===== config.mk =====
export PLATFORM = sky130hd
export DESIGN_NAME = counter_down_modulus_8bit
export DESIGN_NICKNAME = d
export VERILOG_FILES = /design/src/rtl/counter_down_modulus_8bit_pkg.sv /design/src/rtl/counter_down_modulus_8bit.sv
export SDC_FILE = /design/constraint.sdc
export NUM_CORES = 1
export LEC_CHECK = 0
export CAP_MARGIN = 20
export CORE_ASPECT_RATIO = 0.9
export CORE_MARGIN = 3
export CORE_UTILIZATION = 48
export CTS_BUF_LIST = sky130_fd_sc_hd__clkbuf_16
export CTS_CLUSTER_DIAMETER = 30
export DETAILED_ROUTE_END_ITERATION = 10
export GPL_ROUTABILITY_DRIVEN = 0
export PLACE_DENSITY = 0.82
export SLEW_MARGIN = 30
export SYNTH_ARGS = -nofsm -noshare
export SYNTH_HDL_FRONTEND = slang
export SYNTH_SLANG_ARGS = --single-unit
export TNS_END_PERCENT = 10

===== constraint.sdc =====
create_clock -name clk -period 4.5 [get_ports clk]
set_clock_uncertainty 0.2 [all_clocks]
set_input_delay 0.45 -clock clk [delete_from_list [all_inputs] [get_ports clk]]
set_output_delay 0.45 -clock clk [all_outputs]
set_load 0.01 [all_outputs]

===== src/rtl/counter_down_modulus_8bit_pkg.sv =====
// counter_pkg: state encoding, mode constants and load clamp shared by the down counter.
package counter_pkg;
  typedef enum logic [1:0] {
    IDLE = 2'b00,
    RUN  = 2'b01,
    DONE = 2'b10
  } state_t;
  localparam logic MODE_WRAP    = 1'b0;
  localparam logic MODE_ONESHOT = 1'b1;
  function automatic int unsigned clamp_load(input int unsigned d, input int unsigned modulus);
    return (d >= modulus) ? modulus - 1 : d;
  endfunction
endpackage


===== src/rtl/counter_down_modulus_8bit.sv =====
// counter_down_modulus_8bit: loadable modulus-N down counter with wrap/one-shot modes and tc pulse.
module counter_down_modulus_8bit
  import counter_pkg::*;
#(
  parameter int WIDTH   = 8,
  parameter int MODULUS = 47
) (
  input  logic             clk,
  input  logic             reset_al_in,
  input  logic [WIDTH-1:0] d_in,
  input  logic             load_in,
  input  logic             en_in,
  input  logic             mode_in,
  output logic [WIDTH-1:0] q_out,
  output logic             tc_out,
  output logic             busy_out,
  output logic             done_out
);
  localparam logic [WIDTH-1:0] TOP = WIDTH'(MODULUS - 1);
  state_t           state, state_n;
  logic             mode_r, mode_n, tc_n, done_n;
  logic [WIDTH-1:0] q_n;
  logic             at_zero;
  assign at_zero  = (q_out == '0);
  assign busy_out = (state == RUN);
  always_comb begin
    state_n = state;
    q_n     = q_out;
    mode_n  = mode_r;
    done_n  = done_out;
    tc_n    = 1'b0;
    if (load_in) begin
      q_n     = WIDTH'(clamp_load(32'(d_in), 32'(MODULUS)));
      mode_n  = mode_in;
      state_n = RUN;
      done_n  = 1'b0;
    end else if (state == RUN && en_in) begin
      tc_n    = at_zero;
      q_n     = !at_zero ? q_out - 1'b1 : (mode_r == MODE_ONESHOT ? '0 : TOP);
      state_n = (at_zero && mode_r == MODE_ONESHOT) ? DONE : RUN;
      done_n  = at_zero && mode_r == MODE_ONESHOT;
    end
  end
  always_ff @(posedge clk or negedge reset_al_in) begin
    if (!reset_al_in) begin
      state    <= IDLE;
      q_out    <= '0;
      mode_r   <= MODE_WRAP;
      tc_out   <= 1'b0;
      done_out <= 1'b0;
    end else begin
      state    <= state_n;
      q_out    <= q_n;
      mode_r   <= mode_n;
      tc_out   <= tc_n;
      done_out <= done_n;
    end
  end
endmodule


# ---- After elaboration in Yosys (flattened, before gate mapping)
# Cells that the tools add are included.
# W data, S select, Z words.
dict set report word_totals {
  word_cells 24
  out_inout_bits 11
  regBits 13
  input_bits 13
}
dict set report op_classes {
  n_eq_ne 1
  magnitude_cmp 1
  n_addsub 1
  reduce_logical 4
  muxes 12
}
# op count
set ops {}
lappend ops {{$mux W8} 4}
lappend ops {{$ge A8 B6 Y1 const B} 1}
lappend ops {{$logic_not A8 Y1} 1}
lappend ops {{$sub A8 B1 Y8 const B} 1}
lappend ops {{$mux W2} 3}
lappend ops {{$mux W6} 1}
lappend ops {{$mux W1} 4}
lappend ops {{$eq A2 B1 Y1 const B} 1}
lappend ops {{$logic_and A1 B1 Y1} 2}
lappend ops {{$reduce_bool A2 Y1} 1}

# ---- Logic depth before layout (Yosys ltp)
dict set report logic_depth {
  depth_word 5
  depth_mapped 6
  depth_no_buf 6
}

# ---- Worst setup path before layout
# No wires, ideal clock.
dict set report synth_timing {
  path_type {register to register}
  start {register q_out[0]}
  end {register q_out[3]}
  required_time_ns 4.229
  period_less_slack_ns 1.867
  path_buffers 0
  slack_ns 2.633
  t_arrival_ns 1.596
  path_stages_with_launch 7
  setup_ns 0.071
  path_cell_list {dfrtp_1 -> inv_1 -> ha_1 -> nor3b_2 -> and2_1 -> or4_1 -> nand4_1}
}
dict set report synth_between {
  elab_chain_len 4
  elab_cells_between_ends 5
  classes_between {add/sub (1); mux (3); reduce/logical (1)}
}
# element line
set synth_rtl {}
lappend synth_rtl {{start: declaration} counter_down_modulus_8bit.sv:14} ;# output logic [WIDTH-1:0] q_out,
lappend synth_rtl {{start signal: assignment} counter_down_modulus_8bit.sv:53} ;# q_out <= q_n;
lappend synth_rtl {{$sub A8 B1 Y8 / $logic_not A8 Y1 (equally long branches)} {counter_down_modulus_8bit.sv:39, counter_down_modulus_8bit.sv:24}}
lappend synth_rtl {{$mux W8 (*)} counter_down_modulus_8bit.sv:39} ;# q_n = !at_zero ? q_out - 1'b1 : (mode_r == MODE_ONESHOT ? '0 : TOP);
lappend synth_rtl {{$mux W8 (*)} counter_down_modulus_8bit.sv:37} ;# end else if (state == RUN && en_in) begin
lappend synth_rtl {{$mux W8 (*)} counter_down_modulus_8bit.sv:32} ;# if (load_in) begin
# Mark *: on every way between the ends. The rest lies on a longest branch, timed or not. The select of a mux whose other input is x is not followed.
# A chain may end at the register's enable or synchronous reset.

# ---- Final worst setup path
dict set report layout_timing {
  start {input port en_in}
  end {register q_out[1]}
}
dict set report layout_between {
  elab_chain_len 2
}
# element line
set layout_rtl {}
lappend layout_rtl {{start: declaration} counter_down_modulus_8bit.sv:12} ;# input logic en_in,
lappend layout_rtl {{$logic_and A1 B1 Y1} counter_down_modulus_8bit.sv:37}
lappend layout_rtl {{$reduce_bool A2 Y1 (no line)} n/a}
# No other way between the ends.

==> metrics.csv <==
metric,value,unit
pwr-share-seq,36.3,%
clk_root_buffer_cell,sky130_fd_sc_hd__clkbuf_16,
timing.critical_path.from,en_in,
drt-pass1-iter-count,4,
floorplan.initialDensity,55.83,%
placement_rows,12,
drt.antenna.violating_nets,0,
design.portCount,24,
final-instance-count-excl-fill,118,
layout_min_cycle_time,2066,ps
power_switching_share,23.68,%
avgSynthCellArea,9.314,um^2
synth_top_cell_area_share,39.80,%
syn_nets,95,
floorplan.die_area,2084,um^2
worst_ep_required_time,4430,ps
clk-insertion-delay-late,240,ps
worst_slew_margin_rel,60.95,%
nature_of_the_critical_path_endpoint,flip-flop,
timing_max_transition_violations_final,0,
synth_xor_xnor_area_share,0,%
yosys_register_bits,12,
cts_hold_repair.buffers,0,
timing.reg2reg.setup_slack,2480,ps
maxCapViolCount,0,
die_w,47.79,um
io_buffer_count,23,
clkPwrFrac,46.5,%
die_y,43.61,um
post_synth_adder_cell_area,1.658,%
drt_drc_violations_left,0,
num_antenna_cells,0,
syn-instance-count,81,
core_area,1351,um^2
internal_power,0.2613,mW
synth.area.top_cells,"sky130_fd_sc_hd__dfrtp_1 (40%), sky130_fd_sc_hd__o21ai_0 (4.0%), sky130_fd_sc_hd__nor2_1 (4.0%)",
setup_ws,2434,ps
peakVddDrop,0.0002876,V
setup_tns,0,ps
synth_enable_flop_cells,0,
mappedNetlistArea,754.5,um^2
antenna_found_initial,0,
via_count,750,
start_kind,input port,
rsz0062_at_grt,no,
grt_pass1_wl,3215,um
reg_to_reg_critical_path_startpoint,q_out[0]$_DFFE_PN0P_,
pre_cts_ws,2217,ps
synth_most_common_cell,sky130_fd_sc_hd__dfrtp_1,
ctsHtreeMaxLevel,1,
cp.arrival,2000,ps
finalWirelength,2010,um
post-place-cells,115,
detailroute.wirelength.met2,948,um
seq_area_frac_synth,39.80,%
post-dp-hpwl,1436,um
cts_inserted_buffers,3,
wl_met3,159,um
synth_common_cells,"sky130_fd_sc_hd__dfrtp_1 (12), sky130_fd_sc_hd__nor2_1 (8), sky130_fd_sc_hd__o21ai_0 (6)",
clock-sinks,12,
synth_compound_gate_area_share,18.24,%
synth_largest_area_cell,sky130_fd_sc_hd__dfrtp_1,
post_cts_resized,0,
yosys_warnings,0,
detail_route.iter0.violations,33,
grt_remaining_overflow,0,
final_worst_path_period_share,45.91,%
static_leak,0.4123,nW
area_growth,41.13,%
worst_min_delay_path_class,flip-flop to flip-flop,
timing.hold.worst.start,state[0]$_DFFE_PN0P_,
tightestPinTransition,583.9,ps
ys_types,38,
route.detailed.vias_per_inst,6.356,
cts_tree,yes,
gr-usage-all-layers,21.81,%
routed.top_layer,met4,
post_synth_top_flop,sky130_fd_sc_hd__dfrtp_1,
path_clk_slew,40,ps
switchingPower,0.08109,mW
setup.worst_path.class,input port to flip-flop,
max_freq,484.0,MHz
first_global_vias,688,
dominant_combinational_cell_family_by_area_after_synthesis,simple AND/OR/NAND/NOR gates,
report.final.hold_viol_count,0,
post_route_cells_drive_above_1_share,9.615,%
synthMuxAreaShare,4.146,%
finalSetupViolCount,0,
outcome,finished clean,
cts.path.max_buffers,2,
power_density,321.6,nW/um^2
cts_post_setup_buffers_inserted,0,
net_count_reported_at_finish,120,
path_max_fanout,9,
comb_power_share,17.2,%
maximum_number_of_pins_on_one_net_before_global_route_repair,21,
wl_met1,870,um
yosys.area_share.simple,32.50,%
asyncSetResetFlopFracSynth,100.0,%
routedWlPerCell,17.03,um
-- area by class of cell --
class                           count  area, um^2
Fill cell                          81       286.5
Inverter                            4       15.01
Multi-Input combinational cell     62       426.7
Tap cell                           14       17.52
Clock buffer                        3       75.07
Sequential cell                    12       300.3
Timing Repair Buffer               23       230.2
-- final timing paths --
path | end | cells after the start
setup / recovery | q_out[1]$_DFFE_PN0P_ | 5
hold / removal | state[0]$_DFFE_PN0P_ | 1
setup reg to reg | state[0]$_DFFE_PN0P_ | 6
hold reg to reg | state[0]$_DFFE_PN0P_ | 1
max in group asynchronous | q_out[5]$_DFFE_PN0P_ | 1
min in group asynchronous | q_out[0]$_DFFE_PN0P_ | 1
-- power groups by stage --
stage | registers [mW] | clock network (mW) | logic [mW]
floorplan | 0.126 | 0 | 0.0260
global placement | 0.125 | 0 | 0.0570
CTS | 0.124 | 0.162 | 0.0587
finish | 0.124 | 0.159 | 0.0589
global route | 0.125 | 0.169 | 0.0641
detailed placement | 0.125 | 0 | 0.0577
-- worst max-delay path: stages --
cell                              delay (ps)
sky130_fd_sc_hd__clkdlybuf4s50_1         470
sky130_fd_sc_hd__and3b_1                 400
sky130_fd_sc_hd__nand2b_1                190
sky130_fd_sc_hd__or3_4                   380
sky130_fd_sc_hd__o311ai_1                100
-- cell families after synthesis --
group	count (synthesis)
adders and majority gates	1
and+or+nand+nor	38
muxes	3
DFF	12
buffers and inverters	7
AOI/OAI and AO/OA	20
-- flip-flops by register name, summed over array words and instances (netlist names) --
name	count
done_out	1
mode_r	1
q_out	8
state	1
tc_out	1
-- per-layer routing --
layer  vias up  track usage (%)
li1        351                -
met2        38            31.93
met4         0            5.914
met1       357            30.67
met5         -                0
met3         4            7.054
-- metrics by stage --
stage	utilization, %	area [um^2]	total power [mW]	hold slack, ps
after global routing	78.80	1065	0.3583	369.9
final	78.80	1065	0.3424	334.2
after CTS	78.80	1065	0.3451	340.5
after detailed placement	73.24	989.7	0.1831	327.8
after floorplan	-	754.5	0.1519	-45.59
after global placement	73.24	989.7	0.1822	306.4
-- layout by cell type (no fill, tap or decap), types with 3 or more instances in the layout --
cell and instances:
sky130_fd_sc_hd__clkdlybuf4s50_1 23, sky130_fd_sc_hd__dfrtp_1 12, sky130_fd_sc_hd__nor2_1 8, sky130_fd_sc_hd__o21ai_0 6
sky130_fd_sc_hd__inv_1 4, sky130_fd_sc_hd__nand3_1 4, sky130_fd_sc_hd__nor2b_1 3, sky130_fd_sc_hd__a21oi_1 3
sky130_fd_sc_hd__nand4_1 3, sky130_fd_sc_hd__clkbuf_16 3
(Power assumes the default switching activity.)
